<file path="src/rtl/cpu_pkg.sv">
// Shared fetch-stage definitions for the return-address stack.
// Provides default RAS geometry and the priority-decoded operation type.
package cpu_pkg;

    localparam int RAS_WIDTH = 16;
    localparam int RAS_DEPTH = 8;

    typedef enum logic [2:0] {
        RAS_NONE,
        RAS_PUSH,
        RAS_POP,
        RAS_REPL,
        RAS_RESTORE
    } ras_op_e;

endpackage

</file>
<file path="src/rtl/ras_spec_if.sv">
// Request/response bundle of the return-address stack.
// master: fetch logic (push/pop/checkpoint requests); slave: the stack.
interface ras_spec_if
    import cpu_pkg::*;
#(
    parameter int WIDTH = RAS_WIDTH,
    parameter int DEPTH = RAS_DEPTH
);

    localparam int CW = $clog2(DEPTH + 1);

    logic             push;
    logic             pop;
    logic             ckpt_save;
    logic             ckpt_restore;
    logic [WIDTH-1:0] new_data;
    logic [WIDTH-1:0] top_of_stack;
    logic             valid;
    logic             full;
    logic [CW-1:0]    count;
    logic             err;

    modport master (
        output push, pop, ckpt_save, ckpt_restore, new_data,
        input  top_of_stack, valid, full, count, err
    );

    modport slave (
        input  push, pop, ckpt_save, ckpt_restore, new_data,
        output top_of_stack, valid, full, count, err
    );

endinterface

</file>
<file path="src/rtl/ras_ptr_ctl.sv">
// Pointer, count and overflow control for the return-address stack.
// Ports: clk/rst, decoded op, snapshot ptr/count in; ptr/count state,
// next values, write enable/index, err, full and valid out.
module ras_ptr_ctl
    import cpu_pkg::*;
#(
    parameter int DEPTH    = RAS_DEPTH,
    parameter bit OVF_WRAP = 1'b1
) (
    input  logic                       clk,
    input  logic                       rst,
    input  ras_op_e                    op,
    input  logic [$clog2(DEPTH)-1:0]   snap_ptr,
    input  logic [$clog2(DEPTH+1)-1:0] snap_cnt,
    output logic [$clog2(DEPTH)-1:0]   ptr_q,
    output logic [$clog2(DEPTH+1)-1:0] cnt_q,
    output logic [$clog2(DEPTH)-1:0]   ptr_d,
    output logic [$clog2(DEPTH+1)-1:0] cnt_d,
    output logic                       wr_en,
    output logic [$clog2(DEPTH)-1:0]   wr_idx,
    output logic                       err,
    output logic                       full,
    output logic                       valid
);

    localparam int PW = $clog2(DEPTH);
    localparam int CW = $clog2(DEPTH + 1);
    localparam logic [PW-1:0] LAST = PW'(DEPTH - 1);
    localparam logic [CW-1:0] MAXC = CW'(DEPTH);

    logic [PW-1:0] ptr_inc;
    logic [PW-1:0] ptr_dec;

    // Explicit wrap so non-power-of-two depths stay in range.
    assign ptr_inc = (ptr_q == LAST) ? '0 : ptr_q + PW'(1);
    assign ptr_dec = (ptr_q == '0) ? LAST : ptr_q - PW'(1);

    assign full  = (cnt_q == MAXC);
    assign valid = (cnt_q != '0);

    always_comb begin
        ptr_d  = ptr_q;
        cnt_d  = cnt_q;
        wr_en  = 1'b0;
        wr_idx = ptr_q;
        err    = 1'b0;
        unique case (op)
            RAS_RESTORE: begin
                ptr_d  = snap_ptr;
                cnt_d  = snap_cnt;
                wr_en  = 1'b1;
                wr_idx = snap_ptr;
            end
            RAS_REPL: begin
                wr_en = 1'b1;
                if (!valid) begin
                    // Nothing to replace: behave as a push.
                    ptr_d  = ptr_inc;
                    wr_idx = ptr_inc;
                    cnt_d  = CW'(1);
                    err    = 1'b1;
                end
            end
            RAS_POP: begin
                if (valid) begin
                    ptr_d = ptr_dec;
                    cnt_d = cnt_q - CW'(1);
                end else begin
                    err = 1'b1;
                end
            end
            RAS_PUSH: begin
                if (!full) begin
                    ptr_d  = ptr_inc;
                    wr_en  = 1'b1;
                    wr_idx = ptr_inc;
                    cnt_d  = cnt_q + CW'(1);
                end else begin
                    err = 1'b1;
                    if (OVF_WRAP) begin
                        ptr_d  = ptr_inc;
                        wr_en  = 1'b1;
                        wr_idx = ptr_inc;
                    end
                end
            end
            default: ;
        endcase
    end

    always_ff @(posedge clk or posedge rst) begin
        if (rst) begin
            ptr_q <= '0;
            cnt_q <= '0;
        end else begin
            ptr_q <= ptr_d;
            cnt_q <= cnt_d;
        end
    end

endmodule

</file>
<file path="src/rtl/ras_spec.sv">
// Parametrised return-address stack with overflow mode, replace-top and
// one-deep checkpoint. Ports: clk, rst (async high), bus (slave modport).
module ras_spec
    import cpu_pkg::*;
#(
    parameter int WIDTH    = RAS_WIDTH,
    parameter int DEPTH    = RAS_DEPTH,
    parameter bit OVF_WRAP = 1'b1
) (
    input  logic           clk,
    input  logic           rst,
    ras_spec_if.slave      bus
);

    localparam int PW = $clog2(DEPTH);
    localparam int CW = $clog2(DEPTH + 1);

    ras_op_e          op;
    logic [WIDTH-1:0] mem_q [DEPTH];
    logic [PW-1:0]    ptr_q, ptr_d, wr_idx;
    logic [CW-1:0]    cnt_q, cnt_d;
    logic             wr_en;
    logic [WIDTH-1:0] wr_data;

    logic [PW-1:0]    snap_ptr_q, snap_ptr_d;
    logic [CW-1:0]    snap_cnt_q, snap_cnt_d;
    logic [WIDTH-1:0] snap_top_q, snap_top_d;

    always_comb begin
        op = RAS_NONE;
        if (bus.ckpt_restore)
            op = RAS_RESTORE;
        else if (bus.push && bus.pop)
            op = RAS_REPL;
        else if (bus.pop)
            op = RAS_POP;
        else if (bus.push)
            op = RAS_PUSH;
    end

    ras_ptr_ctl #(
        .DEPTH    (DEPTH),
        .OVF_WRAP (OVF_WRAP)
    ) u_ptr (
        .clk      (clk),
        .rst      (rst),
        .op       (op),
        .snap_ptr (snap_ptr_q),
        .snap_cnt (snap_cnt_q),
        .ptr_q    (ptr_q),
        .cnt_q    (cnt_q),
        .ptr_d    (ptr_d),
        .cnt_d    (cnt_d),
        .wr_en    (wr_en),
        .wr_idx   (wr_idx),
        .err      (bus.err),
        .full     (bus.full),
        .valid    (bus.valid)
    );

    // Restore repairs the saved top, which later pushes may have clobbered.
    assign wr_data = (op == RAS_RESTORE) ? snap_top_q : bus.new_data;

    // Snapshot reflects the state after this cycle's update.
    always_comb begin
        snap_ptr_d = snap_ptr_q;
        snap_cnt_d = snap_cnt_q;
        snap_top_d = snap_top_q;
        if (bus.ckpt_save && op != RAS_RESTORE) begin
            snap_ptr_d = ptr_d;
            snap_cnt_d = cnt_d;
            if (cnt_d == '0)
                snap_top_d = '0;
            else if (wr_en && wr_idx == ptr_d)
                snap_top_d = bus.new_data;
            else
                snap_top_d = mem_q[ptr_d];
        end
    end

    always_ff @(posedge clk or posedge rst) begin
        if (rst) begin
            snap_ptr_q <= '0;
            snap_cnt_q <= '0;
            snap_top_q <= '0;
        end else begin
            snap_ptr_q <= snap_ptr_d;
            snap_cnt_q <= snap_cnt_d;
            snap_top_q <= snap_top_d;
        end
    end

    always_ff @(posedge clk) begin
        if (wr_en)
            mem_q[wr_idx] <= wr_data;
    end

    assign bus.count        = cnt_q;
    assign bus.top_of_stack = (cnt_q != '0) ? mem_q[ptr_q] : '0;

endmodule

</file>
<file path="src/flat_wrapper.sv">
// flat-port wrapper written by rule: the top's interface ports become plain ports
module ras_spec_flat import cpu_pkg::*;
#(
    parameter int WIDTH    = RAS_WIDTH,
    parameter int DEPTH    = RAS_DEPTH,
    parameter bit OVF_WRAP = 1'b1
)
  (clk, rst, bus_push, bus_pop, bus_ckpt_save, bus_ckpt_restore, bus_new_data, bus_top_of_stack, bus_valid, bus_full, bus_count, bus_err);
  ras_spec_if #(.WIDTH(WIDTH), .DEPTH(DEPTH)) bus_i ();
  input  logic clk;
  input  logic rst;
  input wire logic [$bits(bus_i.push)-1:0] bus_push;
  input wire logic [$bits(bus_i.pop)-1:0] bus_pop;
  input wire logic [$bits(bus_i.ckpt_save)-1:0] bus_ckpt_save;
  input wire logic [$bits(bus_i.ckpt_restore)-1:0] bus_ckpt_restore;
  input wire logic [$bits(bus_i.new_data)-1:0] bus_new_data;
  output wire logic [$bits(bus_i.top_of_stack)-1:0] bus_top_of_stack;
  output wire logic [$bits(bus_i.valid)-1:0] bus_valid;
  output wire logic [$bits(bus_i.full)-1:0] bus_full;
  output wire logic [$bits(bus_i.count)-1:0] bus_count;
  output wire logic [$bits(bus_i.err)-1:0] bus_err;
  assign bus_i.push = bus_push;
  assign bus_i.pop = bus_pop;
  assign bus_i.ckpt_save = bus_ckpt_save;
  assign bus_i.ckpt_restore = bus_ckpt_restore;
  assign bus_i.new_data = bus_new_data;
  assign bus_top_of_stack = bus_i.top_of_stack;
  assign bus_valid = bus_i.valid;
  assign bus_full = bus_i.full;
  assign bus_count = bus_i.count;
  assign bus_err = bus_i.err;
  ras_spec #(.WIDTH(WIDTH), .DEPTH(DEPTH), .OVF_WRAP(OVF_WRAP)) u_core (.clk(clk), .rst(rst), .bus(bus_i));
endmodule
</file>
<file path="config.mk">
export PLATFORM = sky130hd
export DESIGN_NAME = ras_spec_flat
export DESIGN_NICKNAME = d
export VERILOG_FILES = /design/src/rtl/cpu_pkg.sv /design/src/rtl/ras_spec_if.sv /design/src/rtl/ras_ptr_ctl.sv /design/src/rtl/ras_spec.sv /design/src/flat_wrapper.sv
export SDC_FILE = /design/constraint.sdc
export NUM_CORES = 1
export LEC_CHECK = 0
export CORE_MARGIN = 5
export CORE_UTILIZATION = 60
export CTS_CLUSTER_SIZE = 40
export DETAILED_ROUTE_END_ITERATION = 10
export MAX_ROUTING_LAYER = met4
export PLACE_DENSITY = 0.84
export SETUP_SLACK_MARGIN = 0.4
export SYNTH_ARGS = -nofsm -noshare
export SYNTH_HDL_FRONTEND = slang
export SYNTH_HIERARCHICAL = 1
export SYNTH_SLANG_ARGS = --single-unit
</file>
<file path="constraint.sdc">
create_clock -name clk -period 4.3 [get_ports clk]
set_input_delay 0.86 -clock clk [delete_from_list [all_inputs] [get_ports clk]]
set_output_delay 0.86 -clock clk [all_outputs]
set_load 0.005 [all_outputs]
</file>
==> results of run 1 <==
==> worst max-delay path by stage <==
stage	start	endpoint
4_1_cts	u_core/u_ptr/cnt_q[0]	u_core/snap_top_q[8]
3_5_place_dp	bus_ckpt_restore	u_core/snap_top_q[14]
3_3_place_gp	bus_ckpt_restore	u_core/snap_top_q[14]
5_1_grt	bus_ckpt_restore	u_core/snap_top_q[1]
6_report	bus_ckpt_restore	u_core/snap_top_q[11]
2_1_floorplan	bus_ckpt_restore	u_core/snap_top_q[2]
==> registers in the layout (all words and copies together), names as in the netlist <==
name and count:
u_core/u_ptr/ptr_q 3, u_core/snap_cnt_q 4, u_core/snap_ptr_q 3, u_core/u_ptr/cnt_q 4
u_core/mem_q 128, u_core/snap_top_q 16
==> logic make-up after synthesis <==
| family | after synthesis | share of synthesized area (%) |
|---|---|---|
| compound gates | 52 | 5.074 |
| xor+xnor | 5 | 0.5447 |
| fa+ha+maj | 7 | 1.089 |
| buf+inv | 45 | 2.848 |
| flops | 158 | 57.15 |
| mux | 119 | 26.79 |
| simple gates | 93 | 6.506 |
==> power groups by stage <==
stage	Sequential, W	Combinational, W	Clock (W)
after floorplan	0.00215	0.00177	0
after global placement	0.00217	0.00254	0
after detailed placement	0.00220	0.00262	0
after CTS	0.00218	0.00266	0.00158
after global routing	0.00221	0.00285	0.00164
final	0.00218	0.00267	0.00156
==> layout by cell type (no fill, tap or decap), drive strengths merged, types with 2 or more instances in the layout <==
| master | synthesis | final |
|---|---|---|
| bufinv | 0 | 4 |
| clkdlybuf4s50 | 0 | 44 |
| o221ai | 4 | 4 |
| clkinvlp | 0 | 5 |
| clkbuf | 16 | 21 |
| o21bai | 2 | 2 |
| and2 | 17 | 17 |
| nand2 | 7 | 7 |
| o21ai | 5 | 5 |
| a22oi | 3 | 3 |
| nor2 | 29 | 29 |
| a31oi | 2 | 2 |
| a21oi | 10 | 10 |
| inv | 11 | 11 |
| a221o | 16 | 16 |
| nor3 | 4 | 4 |
| nand3 | 3 | 3 |
| nand2b | 7 | 7 |
| mux2 | 39 | 39 |
| ha | 7 | 7 |
| mux4 | 64 | 64 |
| nor2b | 7 | 7 |
| nor3b | 2 | 2 |
| or2 | 3 | 3 |
| xnor2 | 4 | 4 |
| buf | 18 | 46 |
| edfxtp | 128 | 128 |
| clkinv | 0 | 2 |
| nand3b | 4 | 4 |
| nor4 | 4 | 4 |
| mux2i | 16 | 16 |
| dfrtp | 30 | 30 |
==> per-stage QoR <==
stage	utilization (%)	power (W)
finish	72.55	0.006413
global route	72.55	0.006707
CTS	72.31	0.006414
detailed placement	67.63	0.004817
global placement	67.63	0.004709
floorplan	-	0.003911
==> worst register-to-register path, stage by stage (launching register included) <==
cell                      delay (ns)
sky130_fd_sc_hd__dfrtp_1        0.47
sky130_fd_sc_hd__inv_1          0.17
sky130_fd_sc_hd__ha_1           0.24
sky130_fd_sc_hd__nor3b_4        0.32
sky130_fd_sc_hd__inv_4          0.11
sky130_fd_sc_hd__ha_1           0.28
sky130_fd_sc_hd__a21oi_1        0.14
sky130_fd_sc_hd__nor3_1         0.07
sky130_fd_sc_hd__o32ai_1        0.47
sky130_fd_sc_hd__nor4_1         0.13
sky130_fd_sc_hd__or2_2          0.33
sky130_fd_sc_hd__nor2_2         0.36
sky130_fd_sc_hd__buf_12         0.21
sky130_fd_sc_hd__a221o_1        0.17
==> area by class of cell <==
| cell class | count | area, sq um | share of cell area [%] |
|---|---|---|---|
| Sequential cell | 158 | 4596 | 48.03 |
| Clock inverter | 11 | 166.4 | 1.739 |
| Tap cell | 176 | 220.2 | 2.301 |
| Timing Repair Buffer | 90 | 839.6 | 8.774 |
| Inverter | 11 | 43.79 | 0.4576 |
| Clock buffer | 21 | 450.4 | 4.707 |
| Multi-Input combinational cell | 276 | 3253 | 34.00 |
==> routing by layer <==
metal | share of wire, % | track usage (%) | vias to the layer above
met2 | 51 | 42.57 | 253
met5 | 0 | - | -
met1 | 39 | 33.27 | 2568
met4 | 1.8 | 8.959 | 0
met3 | 7.4 | 5.250 | 31
li1 | - | - | 2125
==> what timing repair did <==
action	4_1_cts	5_1_grt
hold buffers	0	0
endpoints found under the setup margin	0	16
resized for setup	0	3
setup buffers	0	3
hold endpoints to repair	0	0
==> metrics.txt, run 1 <==
# TYPE chip_impl_metric gauge
chip_impl_info{name="status",value="finished, final reports clean"} 1
chip_impl_metric{name="max_cap_viol_count",unit=""} 0
chip_impl_metric{name="dpl_worst_slack",unit="ns"} 0.06369
chip_impl_info{name="regToRegEndpoint",value="u_core/snap_top_q[5]"} 1
chip_impl_metric{name="power_leakage",unit="nW"} 3.409
chip_impl_metric{name="final_worst_setup_slack",unit="ns"} 0.5168
chip_impl_info{name="rsz_0062_raised_after_global_routing",value="no"} 1
chip_impl_metric{name="yosys_warnings",unit=""} 6
chip_impl_metric{name="reg2reg_slack",unit="ns"} 0.77
chip_impl_metric{name="design.core.area",unit="sq mm"} 0.01319
chip_impl_info{name="worst_path_most_repeated_cell",value="sky130_fd_sc_hd__buf_4"} 1
chip_impl_info{name="rr_startpoint",value="u_core/u_ptr/cnt_q[0]"} 1
chip_impl_metric{name="p_switching",unit="W"} 0.001985
chip_impl_metric{name="fin_nets",unit=""} 583
chip_impl_info{name="hold_end",value="u_core/snap_cnt_q[1]"} 1
chip_impl_metric{name="detail_route.drc_violations",unit=""} 0
chip_impl_metric{name="cts_buffers",unit=""} 17
chip_impl_metric{name="yosysTopAreaCellShare",unit="%"} 47.81
chip_impl_metric{name="place.port_buffers",unit=""} 44
chip_impl_metric{name="clock_power_share",unit="%"} 24.3
chip_impl_metric{name="die-width",unit="um"} 125.8
chip_impl_info{name="synthTopCellsByCount",value="sky130_fd_sc_hd__edfxtp_1 (128), sky130_fd_sc_hd__mux2_2 (39), sky130_fd_sc_hd__mux4_2 (34), sky130_fd_sc_hd__dfrtp_1 (30), sky130_fd_sc_hd__mux4_1 (30)"} 1
chip_impl_metric{name="dp_hpwl",unit="um"} 12210
chip_impl_metric{name="data_required_time_at_the_worst_endpoint",unit="ns"} 4.60
chip_impl_metric{name="worst_ir_drop_vdd",unit="mV"} 0.5711
chip_impl_metric{name="arrival_time_at_the_worst_endpoint",unit="ns"} 4.08
chip_impl_metric{name="final_antenna_net_count",unit=""} 0
chip_impl_metric{name="initial_core_util",unit="%"} 60.95
chip_impl_info{name="critical_path.slowest_cell",value="sky130_fd_sc_hd__or3b_2"} 1
chip_impl_metric{name="power_density",unit="mW/mm^2"} 670.1
chip_impl_metric{name="slew_headroom",unit="%"} 24.78
chip_impl_metric{name="drt_iter0_drc",unit=""} 553
chip_impl_metric{name="clockBufferDepth",unit=""} 2
chip_impl_metric{name="clk_transition_reported_paths",unit="ns"} 0.06
chip_impl_metric{name="grt_pass1_vias",unit=""} 5226
chip_impl_metric{name="final.fill_count",unit=""} 780
chip_impl_info{name="synth.most_common_cell",value="sky130_fd_sc_hd__edfxtp_1"} 1
chip_impl_metric{name="sw_frac_of_total",unit="%"} 30.95
chip_impl_metric{name="hold-worst-slack",unit="ns"} 0.5086
chip_impl_metric{name="number_of_flops_mapped_to_enable_cells_by_yosys",unit=""} 128
chip_impl_metric{name="avgSynthCellArea",unit="sq um"} 16.78
chip_impl_metric{name="timing_hold_violations_final",unit=""} 0
chip_impl_metric{name="clock-skew-final",unit="ns"} 0.01295
chip_impl_metric{name="stdcell_count",unit=""} 743
chip_impl_metric{name="synth_nets",unit=""} 508
chip_impl_info{name="worstHoldStart",value="u_core/snap_cnt_q[1]"} 1
chip_impl_metric{name="worstMarginPinSlew",unit="ns"} 1.127
chip_impl_metric{name="io_pins",unit=""} 45
chip_impl_metric{name="grt.overflow.total",unit=""} 0
chip_impl_metric{name="antenna_cells",unit=""} 0
chip_impl_metric{name="fin_area",unit="sq mm"} 0.009569
chip_impl_metric{name="drt-total-wl",unit="um"} 19350
chip_impl_info{name="crit_type",value="primary input to register"} 1
chip_impl_metric{name="synthesis.area",unit="sq mm"} 0.008039
chip_impl_metric{name="post_dr_wirelength_cell",unit="um"} 26.04
chip_impl_metric{name="achievable-frequency",unit="MHz"} 264.3
chip_impl_metric{name="clock_insertion_delay_at_the_later_pin_of_the_skew_report",unit="ns"} 0.43
chip_impl_metric{name="power_frac_comb",unit="%"} 41.7
chip_impl_metric{name="internal_dissipation",unit="W"} 0.004428
chip_impl_metric{name="dieHeight",unit="um"} 125.8
chip_impl_metric{name="global_route.usage.total",unit="%"} 26.12
chip_impl_metric{name="postPlaceCellArea",unit="sq mm"} 0.008921
chip_impl_info{name="tritoncts_clock_tree",value="built"} 1
chip_impl_metric{name="synth-seq-area-share",unit="%"} 57.15
chip_impl_metric{name="timing_max_transition_violations_final",unit=""} 0
chip_impl_metric{name="yosys_register_bits",unit=""} 158
chip_impl_info{name="synth_top_cells_by_area",value="sky130_fd_sc_hd__edfxtp_1 (48%), sky130_fd_sc_hd__mux4_1 (9.8%), sky130_fd_sc_hd__mux4_2 (9.5%), sky130_fd_sc_hd__dfrtp_1 (9.3%), sky130_fd_sc_hd__mux2_2 (5.5%)"} 1
chip_impl_metric{name="num_rows",unit=""} 42
chip_impl_metric{name="cts_max_level",unit=""} 4
chip_impl_info{name="synth.largest_area_cell",value="sky130_fd_sc_hd__edfxtp_1"} 1
chip_impl_info{name="root_driver",value="sky130_fd_sc_hd__clkbuf_16"} 1
chip_impl_metric{name="cp.depth",unit=""} 11
chip_impl_metric{name="grt_antenna_before_repair",unit=""} 0
chip_impl_metric{name="min_delay_path_depth",unit=""} 1
chip_impl_metric{name="synth-async-reset-ratio",unit="%"} 18.99
chip_impl_metric{name="r2r.worst_path.cells",unit=""} 13
chip_impl_metric{name="syn_to_final_growth",unit="%"} 19.04
chip_impl_info{name="tightest_hold_check_type",value="register to register"} 1
chip_impl_info{name="worst_path_dominant_cell_family",value="buffers and inverters"} 1
chip_impl_metric{name="route.vias.total",unit=""} 4977
chip_impl_metric{name="grt_max_degree",unit=""} 36
chip_impl_metric{name="critPathBufInv",unit=""} 4
chip_impl_metric{name="timing.setup.tns",unit="ns"} 0
chip_impl_info{name="synth_ff_type",value="sky130_fd_sc_hd__edfxtp_1"} 1
chip_impl_metric{name="numClockSinks",unit=""} 158
chip_impl_metric{name="drt_pre_antenna_iters",unit=""} 5
chip_impl_metric{name="timing.critical_path.slowest_cell_delay",unit="ns"} 0.55
chip_impl_metric{name="syn-instance-count",unit=""} 479
chip_impl_metric{name="worstPathMaxFanout",unit=""} 20
chip_impl_metric{name="layout_worst_path_cycle_share",unit="%"} 87.98
chip_impl_metric{name="dp_cells",unit=""} 708
chip_impl_info{name="cp_cell_sequence",value="clkdlybuf4s50_1 -> buf_4 -> or3b_2 -> nor2_1 -> buf_4 -> a21oi_1 -> o21bai_2 -> buf_6 -> mux4_1 -> mux2_2 -> a221o_1"} 1
chip_impl_metric{name="report.final.setup_viol",unit=""} 0
chip_impl_metric{name="dieArea",unit="sq mm"} 0.01581
chip_impl_info{name="worst_setup_path_end_kind",value="register"} 1
chip_impl_metric{name="grt_first_pass_wirelength",unit="um"} 30290
chip_impl_metric{name="place.gp.congestion",unit=""} 0.8751
chip_impl_metric{name="final_min_period",unit="ns"} 3.783
chip_impl_metric{name="layout-drive-gt1-share",unit="%"} 29.81
chip_impl_metric{name="number_of_distinct_library_cells_after_synthesis",unit=""} 52
chip_impl_metric{name="avgViaCountPerCell",unit=""} 6.699
chip_impl_info{name="critPathLaunchType",value="primary input"} 1
chip_impl_metric{name="power.share.sequential",unit="%"} 34.0
No activity file was read; power rests on OpenSTA's default activity.
==> run 2, diff against run 1 <==
--- a/config.mk
+++ b/config.mk
@@ -9,6 +9,7 @@
 export CORE_UTILIZATION = 60
 export CTS_CLUSTER_SIZE = 40
 export DETAILED_ROUTE_END_ITERATION = 10
+export GPL_TIMING_DRIVEN = 0
 export MAX_ROUTING_LAYER = met4
 export PLACE_DENSITY = 0.84
 export SETUP_SLACK_MARGIN = 0.4
==> metrics.txt, run 2 (synthesized netlist as in run 1, its figures left out) <==
# TYPE chip_impl_metric gauge
chip_impl_metric{name="clk_transition_reported_paths",unit="ns"} 0.06
chip_impl_info{name="cp_cell_sequence",value="buf_4 -> buf_12 -> buf_12 -> nor2b_1 -> clkbuf_4 -> or4b_2 -> a21oi_2 -> a311oi_2 -> nand2_2 -> buf_12 -> buf_12 -> mux4_1 -> mux2_2 -> a221o_1"} 1
chip_impl_metric{name="final_antenna_net_count",unit=""} 0
chip_impl_metric{name="cts_buffers",unit=""} 17
chip_impl_metric{name="die-width",unit="um"} 125.8
chip_impl_metric{name="slew_headroom",unit="%"} 27.98
chip_impl_metric{name="power_frac_comb",unit="%"} 44.8
chip_impl_metric{name="grt_first_pass_wirelength",unit="um"} 32470
chip_impl_metric{name="critPathBufInv",unit=""} 6
chip_impl_metric{name="power_leakage",unit="nW"} 3.469
chip_impl_info{name="critical_path.slowest_cell",value="sky130_fd_sc_hd__or4b_2"} 1
chip_impl_metric{name="num_rows",unit=""} 42
chip_impl_info{name="root_driver",value="sky130_fd_sc_hd__clkbuf_16"} 1
chip_impl_metric{name="cts_hold_buf",unit=""} 0
chip_impl_metric{name="clock_insertion_delay_at_the_later_pin_of_the_skew_report",unit="ns"} 0.42
chip_impl_info{name="rsz_0062_raised_after_global_routing",value="yes"} 1
chip_impl_info{name="tightest_hold_check_type",value="register to register"} 1
chip_impl_metric{name="clock-skew-final",unit="ns"} 0.01040
chip_impl_metric{name="grt_antenna_before_repair",unit=""} 0
chip_impl_metric{name="timing_max_transition_violations_final",unit=""} 0
chip_impl_metric{name="dpl_worst_slack",unit="ns"} -1.348
chip_impl_metric{name="cts_max_level",unit=""} 4
chip_impl_metric{name="sw_frac_of_total",unit="%"} 32.97
chip_impl_metric{name="numClockSinks",unit=""} 158
chip_impl_metric{name="reg2reg_slack",unit="ns"} 0.58
chip_impl_metric{name="initial_core_util",unit="%"} 60.95
chip_impl_metric{name="layout_worst_path_cycle_share",unit="%"} 91.35
chip_impl_metric{name="worstPathMaxFanout",unit=""} 10
chip_impl_metric{name="postPlaceCellArea",unit="sq mm"} 0.008915
chip_impl_metric{name="grt.overflow.total",unit=""} 0
chip_impl_metric{name="dp_hpwl",unit="um"} 13420
chip_impl_metric{name="dieHeight",unit="um"} 125.8
chip_impl_info{name="worst_setup_path_end_kind",value="register"} 1
chip_impl_info{name="mostFrequentLayoutCells",value="sky130_fd_sc_hd__edfxtp_1 (128), sky130_fd_sc_hd__clkdlybuf4s50_1 (43), sky130_fd_sc_hd__mux2_2 (39), sky130_fd_sc_hd__mux4_2 (35), sky130_fd_sc_hd__dfrtp_1 (30)"} 1
chip_impl_metric{name="syn_to_final_growth",unit="%"} 21.81
chip_impl_metric{name="power.share.sequential",unit="%"} 32.5
chip_impl_metric{name="report.final.setup_viol",unit=""} 0
chip_impl_metric{name="dieArea",unit="sq mm"} 0.01581
chip_impl_metric{name="post_dr_wirelength_cell",unit="um"} 30.39
chip_impl_metric{name="io_pins",unit=""} 45
chip_impl_metric{name="drt-total-wl",unit="um"} 22670
chip_impl_metric{name="max_cap_viol_count",unit=""} 0
chip_impl_metric{name="route.vias.total",unit=""} 5242
chip_impl_metric{name="arrival_time_at_the_worst_endpoint",unit="ns"} 4.22
chip_impl_info{name="status",value="finished, final reports clean"} 1
chip_impl_metric{name="layout-drive-gt1-share",unit="%"} 31.40
chip_impl_metric{name="internal_dissipation",unit="W"} 0.004549
chip_impl_metric{name="clockBufferDepth",unit=""} 2
chip_impl_metric{name="drt_pre_antenna_iters",unit=""} 7
chip_impl_metric{name="stdcell_count",unit=""} 746
chip_impl_metric{name="fin_area",unit="sq mm"} 0.009792
chip_impl_metric{name="place.gp.congestion",unit=""} 0.9008
chip_impl_metric{name="timing.critical_path.slowest_cell_delay",unit="ns"} 0.62
chip_impl_metric{name="p_switching",unit="W"} 0.002238
chip_impl_metric{name="hold-worst-slack",unit="ns"} 0.5038
chip_impl_metric{name="avgViaCountPerCell",unit=""} 7.027
chip_impl_metric{name="dp_cells",unit=""} 707
chip_impl_metric{name="largest_register_ff_count",unit=""} 128
chip_impl_metric{name="antenna_cells",unit=""} 0
chip_impl_info{name="worst_path_dominant_cell_family",value="buffers and inverters"} 1
chip_impl_metric{name="clock_power_share",unit="%"} 22.7
chip_impl_info{name="top_register",value="u_core/mem_q"} 1
chip_impl_info{name="critPathLaunchType",value="primary input"} 1
chip_impl_metric{name="place.port_buffers",unit=""} 44
chip_impl_metric{name="drt_iter0_drc",unit=""} 612
chip_impl_metric{name="grt_pass1_vias",unit=""} 5415
chip_impl_metric{name="detail_route.drc_violations",unit=""} 0
chip_impl_metric{name="final_min_period",unit="ns"} 3.928
chip_impl_metric{name="worst_ir_drop_vdd",unit="mV"} 0.4360
chip_impl_metric{name="achievable-frequency",unit="MHz"} 254.6
chip_impl_metric{name="timing_hold_violations_final",unit=""} 0
chip_impl_metric{name="grt_max_degree",unit=""} 24
chip_impl_info{name="tritoncts_clock_tree",value="built"} 1
chip_impl_metric{name="worstMarginPinSlew",unit="ns"} 1.079
chip_impl_metric{name="report.power.total",unit="W"} 0.006786
chip_impl_info{name="worst_path_most_repeated_cell",value="sky130_fd_sc_hd__buf_12"} 1
chip_impl_metric{name="final.fill_count",unit=""} 751
chip_impl_info{name="crit_type",value="primary input to register"} 1
chip_impl_info{name="biggestRegsByFlops",value="u_core/mem_q (128), u_core/snap_top_q (16)"} 1
chip_impl_metric{name="global_route.usage.total",unit="%"} 28.69
chip_impl_metric{name="data_required_time_at_the_worst_endpoint",unit="ns"} 4.60
chip_impl_metric{name="fin_nets",unit=""} 586
chip_impl_metric{name="design.core.area",unit="sq mm"} 0.01319
chip_impl_info{name="mostFrequentLayoutCell",value="sky130_fd_sc_hd__edfxtp_1"} 1
chip_impl_metric{name="power_density",unit="mW/mm^2"} 693.0
chip_impl_metric{name="final_worst_setup_slack",unit="ns"} 0.3720
run 2: cell types whose count changed in the layout (fill, tap and decap cells not counted), sizes merged:
cell / previous run / this run
inv: 11 / 12
clkdlybuf4s50: 44 / 43
clkbuf: 21 / 43
buf: 46 / 29
clkinvlp: 5 / 1
bufinv: 4 / 3
clkinv: 2 / 5
run 2: routing by layer:
metal | track usage, % | share of wire [%]
met4 | 12.43 | 4.0
met2 | 46.60 | 50
met3 | 7.113 | 10
met5 | - | 0
met1 | 34.53 | 36
run 2: layout make-up:
type,instances,area (sq um),area share [%]
repair buffers,59,713.2,7.283
inverters,11,43.79,0.4472
multi-input cells,276,3318,33.89
clock inverters,10,135.1,1.380
plain buffers,34,292.8,2.990
clock buffers,22,474.2,4.843
flip-flops and latches,158,4594,46.92
well taps,176,220.2,2.249
run 2: path summary, 6_finish.rpt:
path,from,to,depth (start not counted)
max,bus_ckpt_restore,u_core/snap_top_q[13],14
min,u_core/snap_cnt_q[3],u_core/snap_cnt_q[3],1
max reg2reg,u_core/u_ptr/cnt_q[0],u_core/snap_top_q[9],14
min reg2reg,u_core/snap_cnt_q[3],u_core/snap_cnt_q[3],1
max in group asynchronous,rst,u_core/snap_top_q[5],2
min in group asynchronous,rst,u_core/u_ptr/cnt_q[0],2
run 2: power groups by stage:
stage	Combinational [W]	Sequential (W)	Clock, W
CTS	0.00285	0.00219	0.00154
global route	0.00318	0.00223	0.00163
floorplan	0.00177	0.00215	0
detailed placement	0.00274	0.00220	0
finish	0.00304	0.00221	0.00154
global placement	0.00257	0.00219	0
run 2: what timing repair did:
item / 4_1_cts / 5_1_grt
pin swaps: 2 / 2
gates cloned: 0 / 3
resized for setup: 43 / 21
endpoints found under the setup margin: 160 / 34
setup buffers: 0 / 4
run 2: stage by stage:
step / utilization, % / setup TNS [ns]
2_1_floorplan: - / 0
3_3_place_gp: 66.09 / -213.41
3_5_place_dp: 67.59 / -148.26
4_1_cts: 72.99 / 0
5_1_grt: 74.24 / 0
6_report: 74.24 / 0
